## config.mk

```make
export PLATFORM = sky130hd
export DESIGN_NAME = alu_sequencer
export DESIGN_NICKNAME = d
export VERILOG_FILES = /design/src/rtl/alu_ctrl_pkg.sv /design/src/rtl/alu_regfile.sv /design/src/rtl/alu_sequencer.sv
export SDC_FILE = /design/constraint.sdc
export NUM_CORES = 1
export LEC_CHECK = 0
export ABC_AREA = 1
export ABC_CLOCK_PERIOD_IN_PS = 1400
export BUFFER_PORTS_ARGS = -buffer_cell sky130_fd_sc_hd__buf_2
export CAP_MARGIN = 10
export CORE_MARGIN = 2
export CORE_UTILIZATION = 54
export CTS_CLUSTER_DIAMETER = 40
export DETAILED_ROUTE_END_ITERATION = 12
export GPL_TIMING_DRIVEN = 0
export PLACE_DENSITY_LB_ADDON = 0.12
export SLEW_MARGIN = 20
export SYNTH_ARGS = -nofsm -noshare
export SYNTH_HDL_FRONTEND = slang
export SYNTH_HIERARCHICAL = 1
export SYNTH_SLANG_ARGS = --single-unit
```

## constraint.sdc

```tcl
create_clock -name clk -period 1.4 [get_ports clk]
set_input_delay 0.21 -clock clk [delete_from_list [all_inputs] [get_ports clk]]
set_output_delay 0.21 -clock clk [all_outputs]
set_load 0.01 [all_outputs]
```

## src/rtl/alu_ctrl_pkg.sv

```systemverilog
// Shared opcodes, FSM state type and flag policy for the ALU execute controller.
package alu_ctrl_pkg;

  localparam logic [3:0] OP_PASSB = 4'b0000;
  localparam logic [3:0] OP_PASSA = 4'b0001;
  localparam logic [3:0] OP_ADD   = 4'b0010;
  localparam logic [3:0] OP_SUB   = 4'b0011;
  localparam logic [3:0] OP_AND   = 4'b0100;
  localparam logic [3:0] OP_INC   = 4'b0101;
  localparam logic [3:0] OP_DEC   = 4'b0110;
  localparam logic [3:0] OP_OR    = 4'b0111;
  localparam logic [3:0] OP_XOR   = 4'b1000;
  localparam logic [3:0] OP_COM   = 4'b1001;
  localparam logic [3:0] OP_SWAP  = 4'b1010;
  localparam logic [3:0] OP_CLR   = 4'b1011;
  localparam logic [3:0] OP_RLF   = 4'b1100;
  localparam logic [3:0] OP_BSF   = 4'b1101;
  localparam logic [3:0] OP_BCF   = 4'b1110;
  localparam logic [3:0] OP_RRF   = 4'b1111;

  typedef enum logic [1:0] {IDLE, READ, EXEC, WB} state_t;

  // Only arithmetic ops touch the carry flag; everything else leaves it alone.
  function automatic logic carry_op(input logic [3:0] op);
    case (op)
      OP_ADD, OP_SUB, OP_INC, OP_DEC: carry_op = 1'b1;
      default:                        carry_op = 1'b0;
    endcase
  endfunction

endpackage

```

## src/rtl/alu_regfile.sv

```systemverilog
// File register array: asynchronous read, synchronous write, contents survive reset.
module alu_regfile #(
  parameter int REG_DEPTH = 16,
  parameter int ADDR_W    = $clog2(REG_DEPTH)
) (
  input  logic              clk,
  input  logic              we,
  input  logic [ADDR_W-1:0] waddr,
  input  logic [7:0]        wdata,
  input  logic [ADDR_W-1:0] raddr,
  output logic [7:0]        rdata
);

  logic [7:0] mem [REG_DEPTH];

  always_ff @(posedge clk) begin
    if (we) mem[waddr] <= wdata;
  end

  assign rdata = mem[raddr];

endmodule

```

## src/rtl/alu_sequencer.sv

```systemverilog
// Four-state execute controller: latches a command, fetches operand B, drives the
// external ALU and writes the result back to W or the file register.
module alu_sequencer
  import alu_ctrl_pkg::*;
#(
  parameter int REG_DEPTH = 16,
  parameter int ADDR_W    = $clog2(REG_DEPTH)
) (
  input  logic              clk,
  input  logic              reset,
  input  logic              cmd_valid,
  output logic              cmd_ready,
  input  logic [3:0]        cmd_op,
  input  logic              cmd_dest,
  input  logic [ADDR_W-1:0] cmd_addr,
  input  logic [2:0]        cmd_bit,
  input  logic              cmd_lit_en,
  input  logic [7:0]        cmd_lit,
  output logic [3:0]        alu_op,
  output logic [7:0]        alu_a,
  output logic [7:0]        alu_b,
  output logic [2:0]        alu_bit,
  input  logic [7:0]        alu_ans,
  input  logic              alu_carry,
  output logic [7:0]        w_out,
  output logic              status_z,
  output logic              status_c,
  output logic              busy,
  output logic              done
);

  state_t            state_q, state_d;
  logic [3:0]        op_q, op_d;
  logic              dest_q, dest_d;
  logic [ADDR_W-1:0] addr_q, addr_d;
  logic [2:0]        bit_q, bit_d;
  logic              lit_en_q, lit_en_d;
  logic [7:0]        lit_q, lit_d;
  logic [7:0]        opb_q, opb_d;
  logic [7:0]        res_q, res_d;
  logic              cres_q, cres_d;
  logic [7:0]        w_q, w_d;
  logic              z_q, z_d;
  logic              c_q, c_d;
  logic [7:0]        rf_rdata;
  logic              rf_we;

  alu_regfile #(.REG_DEPTH(REG_DEPTH), .ADDR_W(ADDR_W)) u_regfile (
    .clk   (clk),
    .we    (rf_we),
    .waddr (addr_q),
    .wdata (res_q),
    .raddr (addr_q),
    .rdata (rf_rdata)
  );

  always_comb begin
    state_d  = state_q;
    op_d     = op_q;
    dest_d   = dest_q;
    addr_d   = addr_q;
    bit_d    = bit_q;
    lit_en_d = lit_en_q;
    lit_d    = lit_q;
    opb_d    = opb_q;
    res_d    = res_q;
    cres_d   = cres_q;
    w_d      = w_q;
    z_d      = z_q;
    c_d      = c_q;
    case (state_q)
      IDLE: begin
        if (cmd_valid) begin
          op_d     = cmd_op;
          dest_d   = cmd_dest;
          addr_d   = cmd_addr;
          bit_d    = cmd_bit;
          lit_en_d = cmd_lit_en;
          lit_d    = cmd_lit;
          state_d  = READ;
        end
      end
      READ: begin
        opb_d   = lit_en_q ? lit_q : rf_rdata;
        state_d = EXEC;
      end
      EXEC: begin
        res_d   = alu_ans;
        cres_d  = alu_carry;
        state_d = WB;
      end
      WB: begin
        if (!dest_q) w_d = res_q;
        z_d = (res_q == 8'h00);
        if (carry_op(op_q)) c_d = cres_q;
        state_d = IDLE;
      end
      default: state_d = IDLE;
    endcase
  end

  // Reset forces IDLE asynchronously, so a WB interrupted by reset never writes.
  always_ff @(posedge clk or negedge reset) begin
    if (!reset) begin
      state_q  <= IDLE;
      op_q     <= '0;
      dest_q   <= 1'b0;
      addr_q   <= '0;
      bit_q    <= '0;
      lit_en_q <= 1'b0;
      lit_q    <= '0;
      opb_q    <= '0;
      res_q    <= '0;
      cres_q   <= 1'b0;
      w_q      <= '0;
      z_q      <= 1'b0;
      c_q      <= 1'b0;
    end else begin
      state_q  <= state_d;
      op_q     <= op_d;
      dest_q   <= dest_d;
      addr_q   <= addr_d;
      bit_q    <= bit_d;
      lit_en_q <= lit_en_d;
      lit_q    <= lit_d;
      opb_q    <= opb_d;
      res_q    <= res_d;
      cres_q   <= cres_d;
      w_q      <= w_d;
      z_q      <= z_d;
      c_q      <= c_d;
    end
  end

  always_comb begin
    alu_op  = 4'b0000;
    alu_a   = 8'h00;
    alu_b   = 8'h00;
    alu_bit = 3'b000;
    if (state_q == EXEC) begin
      alu_op  = op_q;
      alu_a   = w_q;
      alu_b   = opb_q;
      alu_bit = bit_q;
    end
  end

  assign rf_we     = (state_q == WB) && dest_q;
  assign cmd_ready = (state_q == IDLE);
  assign busy      = (state_q != IDLE);
  assign done      = (state_q == WB);
  assign w_out     = w_q;
  assign status_z  = z_q;
  assign status_c  = c_q;

endmodule

```

==> summary.md <==
| Metric | Value |
|---|---|
| Sequential cell area fraction in the yosys report | `0.6427` |
| WP buf/inv | `4` |
| Vias post-DR | `6249` |
| Pin count of the biggest net entering global routing | `51` |
| Top-level I/O count | `69` |
| Grt met1 use | `0.3692` |
| Simple-Gate Fraction of Synth Area | `0.2263` |
| Core Region | `14420 sq um` |
| CP Launch Type | `register` |
| Grt total ovfl | `0` |
| Nets | `993` |
| DRC Markers | `0` |
| Worst-path clk slew | `70 ps` |
| Pwr Density | `2173 nW/um^2` |
| Final min period | `1787 ps` |
| Post-route ant nets | `0` |
| #FFs+latches synth | `178` |
| Critical Path Max Stage Delay | `400 ps` |
| CTS tree | `built` |
| Post-synth top area share | `0.4848` |
| Skew-Pair Late Insertion Delay | `440 ps` |
| Vias in the first global route | `5994` |
| CTS Buf Count | `17` |
| Grt met3 use | `0.06333` |
| Synthesized area | `7928 sq um` |
| Crit path DAT | `1580 ps` |
| Worst-Margin Slew | `642.3 ps` |
| H-tree levels | `4` |
| Final Setup Violations | `175` |
| Row Count | `44` |
| Xor/xnor share of the synthesized area | `0` |
| Main combinational cell family by area after synthesis | `simple AND/OR/NAND/NOR gates` |
| Port Buffers | `68` |
| Compound-gate portion of the synthesized area | `0.02336` |
| Grt peak-use layer | `met2` |
| First-pass GRT wire length | `32610 um` |
| Layout cells sized above 1 | `0.3946` |
| Die W | `125.2 um` |
| Status | `finished with violations` |
| RSZ-0062 raised after global routing | `yes` |
| FMAX | `559.5 MHz` |
| Post-Route WL | `22150 um` |
| Final hold violations | `0` |
| Met2 Usage GRT | `0.4508` |
| Setup TNS | `-33270 ps` |
| CP Capture Type | `output port` |
| Net Count, Synth | `863` |
| Diodes inserted | `0` |
| Cell variety after synth | `25` |
| CP max stage cell | `dfrtp_1` |
| Die Area | `15670 sq um` |
| Slew Limit Fails | `0` |
| Starting Density | `0.5496` |
| Die Ht | `125.2 um` |
| Crit-path leading delay family | `buffers and inverters` |
| Design Power | `23.76 mW` |
| Fin cells | `1152` |
| Yosys warnings | `6` |
| Avg Inst Size Synth | `9.609 sq um` |
| Type of the worst setup path | `reg -> out` |
| Area Overhead vs Synth | `37.89%` |
| Rel. slew slack | `0.5718` |
| Worst Hold Class | `in -> reg` |
| Placed cells | `1077` |
| Dpl hpwl | `13030 um` |
| CTS Root Cell | `clkbuf_16` |
| WHS | `4.482 ps` |
| Adder-Cell Fraction of Synth Area | `0.007891` |
| 1st-iter DRT viols | `672` |
| Worst setup skew after layout | `8.059 ps` |
| CTS max path bufs | `2` |
| Synth area leaders | `edfxtp_1 (48%), dfrtp_1 (16%), nand2_1 (13%)` |
| Leakage | `5.005 nW` |
| DR pass1 iterations | `5` |
| CP dominant cell by count | `inv_2` |
| Final worst-path cycle share | `1.277` |
| Fin worst setup slack | `-387.3 ps` |
| Drt wl/cell | `19.22 um` |
| Crit-path max FO | `7` |
| Failing checks | `setup timing` |
| Cell taking the most area after synthesis | `edfxtp_1` |
| Initial antenna violation count | `0` |
| R2r setup slk | `-260 ps` |
| Crit path cell chain | `inv_2 -> ha_4 -> clkbuf_16 -> nand2_2 -> inv_2 -> buf_6` |
| Clk sinks | `178` |
| Max-cap violations | `0` |
| GRT Util Overall | `0.2791` |
| RD Place Congestion | `0.9601` |
| Mux contribution to synthesized area | `0.001420` |
| Critical Path RT | `1190 ps` |
| Syn Inst Count | `825` |
| VDD IR max | `1.474 mV` |
| DR vias/cell | `5.424` |
[layer usage]
layer | part of all wire | wire, um | vias up
met4 | 0.033 | 731 | 0
met3 | 0.069 | 1526 | 49
met2 | 0.49 | 10960 | 279
met5 | 0 | 0 | -
met1 | 0.40 | 8932 | 3035
li1 | - | - | 2886
[state kept, by name, summed over array words and instances (netlist names)]
| name | flops |
|---|---|
| addr_q | 4 |
| bit_q | 3 |
| cres_q | 1 |
| dest_q | 1 |
| lit_en_q | 1 |
| lit_q | 8 |
| op_q | 4 |
| opb_q | 8 |
| res_q | 8 |
| state_q | 2 |
| status_c | 1 |
| status_z | 1 |
| u_regfile/mem | 128 |
| w_out | 8 |
[per-stage QoR]
step | setup WS [ps] | utilization | area, sq um
final | -387.3 | 0.7579 | 10930
after global routing | -422.9 | 0.7579 | 10930
after CTS | -338.6 | 0.7215 | 10410
after detailed placement | -428.0 | 0.5980 | 8626
after global placement | -394.5 | 0.5980 | 8626
after floorplan | -176.0 | - | 8055
[layout make-up]
class                      instances  area, sq um
sequential                       178         5110
fill                             912         3492
multi-input combinational        468         2938
timing repair buffer             112         1076
inverter                         140        543.0
buffer                            38        457.9
clock buffer                      19        442.9
tap                              184        230.2
clock inverter                    13        133.9
[layout by cell type (no fill, tap or decap), drive strengths merged]
| cell type | instances |
|---|---|
| nand2 | 279 |
| inv | 139 |
| buf | 134 |
| edfxtp | 128 |
| nand3 | 119 |
| dfrtp | 50 |
| nor2 | 30 |
| clkbuf | 26 |
| o21ai | 19 |
| dlygate4sd3 | 9 |
| a31oi | 8 |
| clkinv | 7 |
| clkinvlp | 5 |
| ha | 5 |
| a21oi | 2 |
| bufinv | 2 |
| nand3b | 2 |
| or2 | 2 |
| mux2 | 1 |
| nand4 | 1 |
[logic make-up (layout without fill, tap and decap cells)]
group                      Yosys count  count (layout)
DFF                                178             178
AOI/OAI and AO/OA                   29              29
muxes                                1               1
adders and majority gates            5               5
buffers and inverters              179             322
and+or+nand+nor                    433             433
[where the power goes]
part / switching [mW] / internal (mW) / total, mW
sequential: 1.34 / 7.02 / 8.36
combinational: 6.21 / 4.48 / 10.7
clock: 2.04 / 2.67 / 4.71
[worst reg2reg max path: cells and delay by family (launching register included)]
family / cells / cell delay [ps]
flip-flops: 1 / 480
AND/OR/NAND/NOR: 6 / 470
buffers and inverters: 3 / 470
AO/OA/AOI/OAI: 1 / 160
[final timing paths]
kind,from,to,cells after the start
min in group asynchronous,reset,bit_q[1],2
worst min-delay path,cmd_bit[2],bit_q[2],3
max in group asynchronous,reset,res_q[6],2
worst max-delay path,state_q[0],alu_b[5],6
worst max register to register,addr_q[0],opb_q[0],10
worst min register to register,lit_q[3],lit_q[3],2
[cells in the mapped netlist]
cell and number:
a21oi_1 2, a31oi_1 8, buf_1 1, buf_12 1, buf_2 19, buf_4 4, buf_6 7, clkbuf_1 7
clkinv_1 1, dfrtp_1 50, edfxtp_1 128, ha_1 5, inv_1 136, inv_2 3, mux2_2 1, nand2_1 277
nand2_2 2, nand3_1 119, nand3b_1 2, nand4_1 1, nor2_1 30, o21ai_0 11, o21ai_2 8, or2_1 1
or2_2 1
[repair_timing]
| action | CTS | global route |
|---|---|---|
| cloned | 7 | 1 |
| setup buffers | 27 | 4 |
| hold buffers | 8 | 1 |
| endpoints found under the hold margin | 8 | 50 |
| resized for setup | 189 | 140 |
| setup endpoints to repair | 193 | 201 |
| pin swaps | 62 | 50 |
Power figures use the tool's default switching activity.
